===== config.mk =====
export PLATFORM = sky130hd
export DESIGN_NAME = mux_tree_ccff_pipe
export DESIGN_NICKNAME = d
export VERILOG_FILES = /design/src/rtl/mux_tree_ccff_pipe.sv
export SDC_FILE = /design/constraint.sdc
export NUM_CORES = 1
export LEC_CHECK = 0
export BUFFER_PORTS_ARGS = -buffer_cell sky130_fd_sc_hd__buf_4
export CELL_PAD_IN_SITES_DETAIL_PLACEMENT = 1
export CELL_PAD_IN_SITES_GLOBAL_PLACEMENT = 1
export CORE_UTILIZATION = 36
export CTS_CLUSTER_SIZE = 20
export DETAILED_ROUTE_END_ITERATION = 6
export GPL_TIMING_DRIVEN = 0
export PLACE_DENSITY_LB_ADDON = 0.1
export SYNTH_ARGS = -nofsm -noshare
export SYNTH_HDL_FRONTEND = slang
export SYNTH_SLANG_ARGS = --single-unit

===== constraint.sdc =====
create_clock -name clk -period 3.1 [get_ports clk]
set_input_delay 0.31 -clock clk [delete_from_list [all_inputs] [get_ports clk]]
set_output_delay 0.31 -clock clk [all_outputs]
set_load 0.01 [all_outputs]

===== src/rtl/mux_tree_ccff_pipe.sv =====
// Configurable N_IN:1 routing mux whose select is loaded through a serial config-chain shadow
// register and committed atomically. Define MUX_OUT_REG_EN to register the routed output.
module mux_tree_ccff_pipe #(
    parameter int unsigned N_IN  = 46,
    parameter int unsigned SEL_W = 6
) (
    input  logic             clk,
    input  logic             reset,
    input  logic [N_IN-1:0]  in,
    input  logic             cfg_en,
    input  logic             ccff_head,
    output logic             ccff_tail,
    input  logic             cfg_commit,
    output logic             cfg_done,
    output logic [SEL_W-1:0] sram,
    output logic [SEL_W-1:0] sram_inv,
    output logic             out
);
    localparam int unsigned      CNT_W    = $clog2(SEL_W + 1);
    localparam logic [CNT_W-1:0] CNT_FULL = CNT_W'(SEL_W);

    if (SEL_W != $clog2(N_IN)) begin : g_bad_sel_w
        $error("SEL_W must equal ceil(log2(N_IN))");
    end

    logic [SEL_W-1:0] sh_q, sh_d;
    logic [SEL_W-1:0] sram_q, sram_d;
    logic [CNT_W-1:0] cnt_q, cnt_d;
    logic [SEL_W-1:0] sel_idx;
    logic             mux_val;

    always_comb begin
        sh_d   = sh_q;
        cnt_d  = cnt_q;
        sram_d = sram_q;
        if (cfg_en) begin
            sh_d[0] = ccff_head;
            for (int i = 1; i < SEL_W; i++) begin
                sh_d[i] = sh_q[i-1];
            end
        end
        // A commit captures the pre-shift shadow; a shift in the same cycle counts as bit 1.
        if (cfg_commit && cfg_done) begin
            sram_d = sh_q;
            cnt_d  = cfg_en ? CNT_W'(1) : '0;
        end else if (cfg_en && (cnt_q != CNT_FULL)) begin
            cnt_d = cnt_q + CNT_W'(1);
        end
    end

    always_ff @(posedge clk or posedge reset) begin
        if (reset) begin
            sh_q   <= '0;
            sram_q <= '0;
            cnt_q  <= '0;
        end else begin
            sh_q   <= sh_d;
            sram_q <= sram_d;
            cnt_q  <= cnt_d;
        end
    end

    assign ccff_tail = sh_q[SEL_W-1];
    assign cfg_done  = (cnt_q == CNT_FULL);
    assign sram      = sram_q;
    assign sram_inv  = ~sram_q;

    // Index counts down from the all-ones code; codes past the last input route constant 1.
    always_comb begin
        sel_idx = ~sram_q;
        mux_val = 1'b1;
        for (int i = 0; i < N_IN; i++) begin
            if (sel_idx == SEL_W'(i)) begin
                mux_val = in[i];
            end
        end
    end

`ifdef MUX_OUT_REG_EN
    logic out_q;

    always_ff @(posedge clk or posedge reset) begin
        if (reset) begin
            out_q <= 1'b1;
        end else begin
            out_q <= mux_val;
        end
    end

    assign out = out_q;
`else
    assign out = mux_val;
`endif

endmodule


==> results.md <==
* Status: finished clean
* RSZ-0062 raised after global routing: false
* Synth warn at 0
* Die H at 64.4 µm
* Clk root buf: clkbuf_8
* Int Pwr at 0.912 mW
* Crit path from: sram[1]
* Die area at 4150 µm²
* First-pass GRT wire length at 7.21 mm
* Post-Syn Nets at 210
* Synthesized instance count at 157
* Library cells used by synthesis at 51
* Peak VDD IR at 0.000352 V
* Worst-Margin Slew at 0.576 ns
* Final Skew at 0.00334 ns
* Post-synth ARST share at 100%
* Final ANT Viol Nets at 0
* Leakage power at 0.934 nW
* Final wirelength at 4.44 mm
* Final setup violation count at 0
* Top FF cell, synth: dfrtp_1
* TritonRoute pass-1 iters at 4
* Iter 0 DRT Violations at 41
* Worst Hold Class: in2async
* Commonest cells post-synth: 15 x dfrtp_1, 13 x nand2_1, 12 x mux2_2
* # DRC at 0
* Switching pwr at 0.749 mW
* Critical path's top delay family: buffers and inverters
* Final Cycle Share at 84.3%
* Setup TNS at 0 ns
* Number of global-route vias before repair at 1,576
* Layout cells sized above 1 at 44.7%
* Yosys reg bits at 15
* Post-CTS sizing at 0
* FF-to-FF setup slack at 1.44 ns
* Total gr overflow at 0
* Layout Utilization at 54.1%
* Power share of the clock group at 9.4%
* Final min period at 2.61 ns
* H-Tree Depth at 1
* I/O pin count at 66
* Register area share after synthesis at 26.8%
* Syn_area_per_cell at 8.93 µm²
* Final nets at 280
* Synth area leaders: dfrtp_1 27%, mux2_2 9.6%, mux2i_1 7.1%
* CP bufs+invs at 3
* Top-count cell post-synth: dfrtp_1
* Post-synth top area share at 26.8%
* Area leader, netlist: dfrtp_1
* DP Area at 1950 µm²
* Worst-Skew Late Latency at 0.25 ns
* Combinational power share at 70.9%
* Upper clock frequency limit at 0.383 GHz
* Critical Path Max Stage Delay at 0.43 ns
* Reg2reg start: cnt_q[0]
* CP required at 2.79 ns
* Crit-path max FO at 10
* Pwr dens at 832 nW/µm²
* Hold_ws at 0.126 ns
* Hold_buf cts at 0
* Finished Cell Area at 2000 µm²
* Final Hold Viols at 0
* WL/cell at 16.2 µm
* Critical path arrival at 2.30 ns
* CTS tree: yes
* Slowest CP cell: buf_1
* WS Path Type: reg2out
* Total track usage at 22.5%
* Width of the chip at 64.4 µm
* # clock sinks at 15
* Vias per cell at 5.46
* Cell Chain, Critical Path: buf_2 -> buf_1 -> a21oi_1 -> o21ai_0 -> o221ai_1 -> o211ai_1 -> nand2_1 -> a211oi_2 -> buf_4
* Ant. Diodes at 0
* Post-DP HPWL at 3.58 mm
* Finished Layout Cells at 274
* CP Capture Type: primary output
* Site row count at 22
* Fillers at 463
* CTS Buffer Depth at 2
* Gpl congestion at 0.868
* Setup crit start kind: flop
* Maxcap violations at 0
* Cell Area, Synth at 1400 µm²
* Reg power frac at 19.7%
* Num CTS Buffers at 3
* P&R area growth vs syn at 42.4%
* Port bufs at 65
* Routed via count at 1,495
* Max Slew Vio Count at 0
* Clk slew on worst S/H paths at 0.06 ns
* Largest net degree at the start of global routing at 16
* Starting Density at 38.0%
* Setup Buffers After CTS at 0
* Sw Share at 45.1%
* Number of flops mapped to enable cells by yosys at 0
* Initial antenna violation count at 0
* Max-slew headroom at 61.6%
* Placed cell count at 270
* CORE AREA at 3690 µm²
-- kinds of logic (layout without fill, tap and decap cells) --
family	after synthesis	after routing	share of synthesized area, %
fa+ha+maj	2	2	1.78
simple gates	50	50	19.8
mux	24	24	19.2
flops	15	15	26.8
buf+inv	24	93	9.63
compound gates	42	42	22.8
-- worst paths after layout --
kind,end,depth (start not counted)
hold / removal,sram[1],2
hold reg to reg,sram[1],1
max in group asynchronous,sram[5],2
setup / recovery,out,9
min in group clk,sh_q[0],2
setup reg to reg,sram[3],6
-- worst reg2reg max path: stages, from the launching register on --
cell,delay (ns)
dfrtp_1,0.42
inv_1,0.07
ha_1,0.20
nand2_1,0.15
inv_1,0.10
nand2_1,0.24
mux2_2,0.37
-- power groups by stage --
stage / clock network [mW] / logic, mW / registers [mW]
final: 0.156 / 1.18 / 0.326
after global placement: 0 / 1.16 / 0.325
after global routing: 0.174 / 1.28 / 0.335
after detailed placement: 0 / 1.18 / 0.331
after CTS: 0.163 / 1.18 / 0.329
after floorplan: 0 / 0.771 / 0.335
-- flip-flops by register name, summed over array words and instances (netlist names) --
name,flops
sram,6
cnt_q,3
sh_q,6
-- metrics by stage --
step                setup WS (ns)  power, mW
floorplan                    1.12       1.11
global placement            0.818       1.48
detailed placement          0.811       1.51
CTS                         0.516       1.67
global route                0.349       1.79
finish                      0.486       1.66
-- cell usage in the layout (no fill, tap or decap), drive strengths merged, types with 3 or more instances in the layout --
master	instances
a21oi	7
a221oi	5
and3	3
buf	76
clkbuf	5
dfrtp	15
inv	11
mux2	13
mux2i	10
nand2	13
nand2b	6
nand3	3
nor2	6
nor2b	5
nor3	5
o21ai	8
or3	3
-- per-layer routing --
metal / GRT usage (%) / vias up / routed length (µm)
met5: 0 / - / 0
met4: 10.6 / 0 / 37
met3: 1.76 / 4 / 179
met2: 43.0 / 43 / 2430
met1: 24.7 / 723 / 1790
li1: - / 725 / -
-- cell type report --
cell class,instances,area (µm²),area share (%)
Multi-Input combinational cell,118,892,44.7
Timing Repair Buffer,65,488,24.4
Sequential cell,15,375,18.8
Buffer,13,93.8,4.70
Tap cell,48,60.1,3.01
Clock buffer,3,41.3,2.07
Inverter,11,41.3,2.07
Clock inverter,1,5.00,0.251
Note: power is estimated with default switching activity, not from simulation.
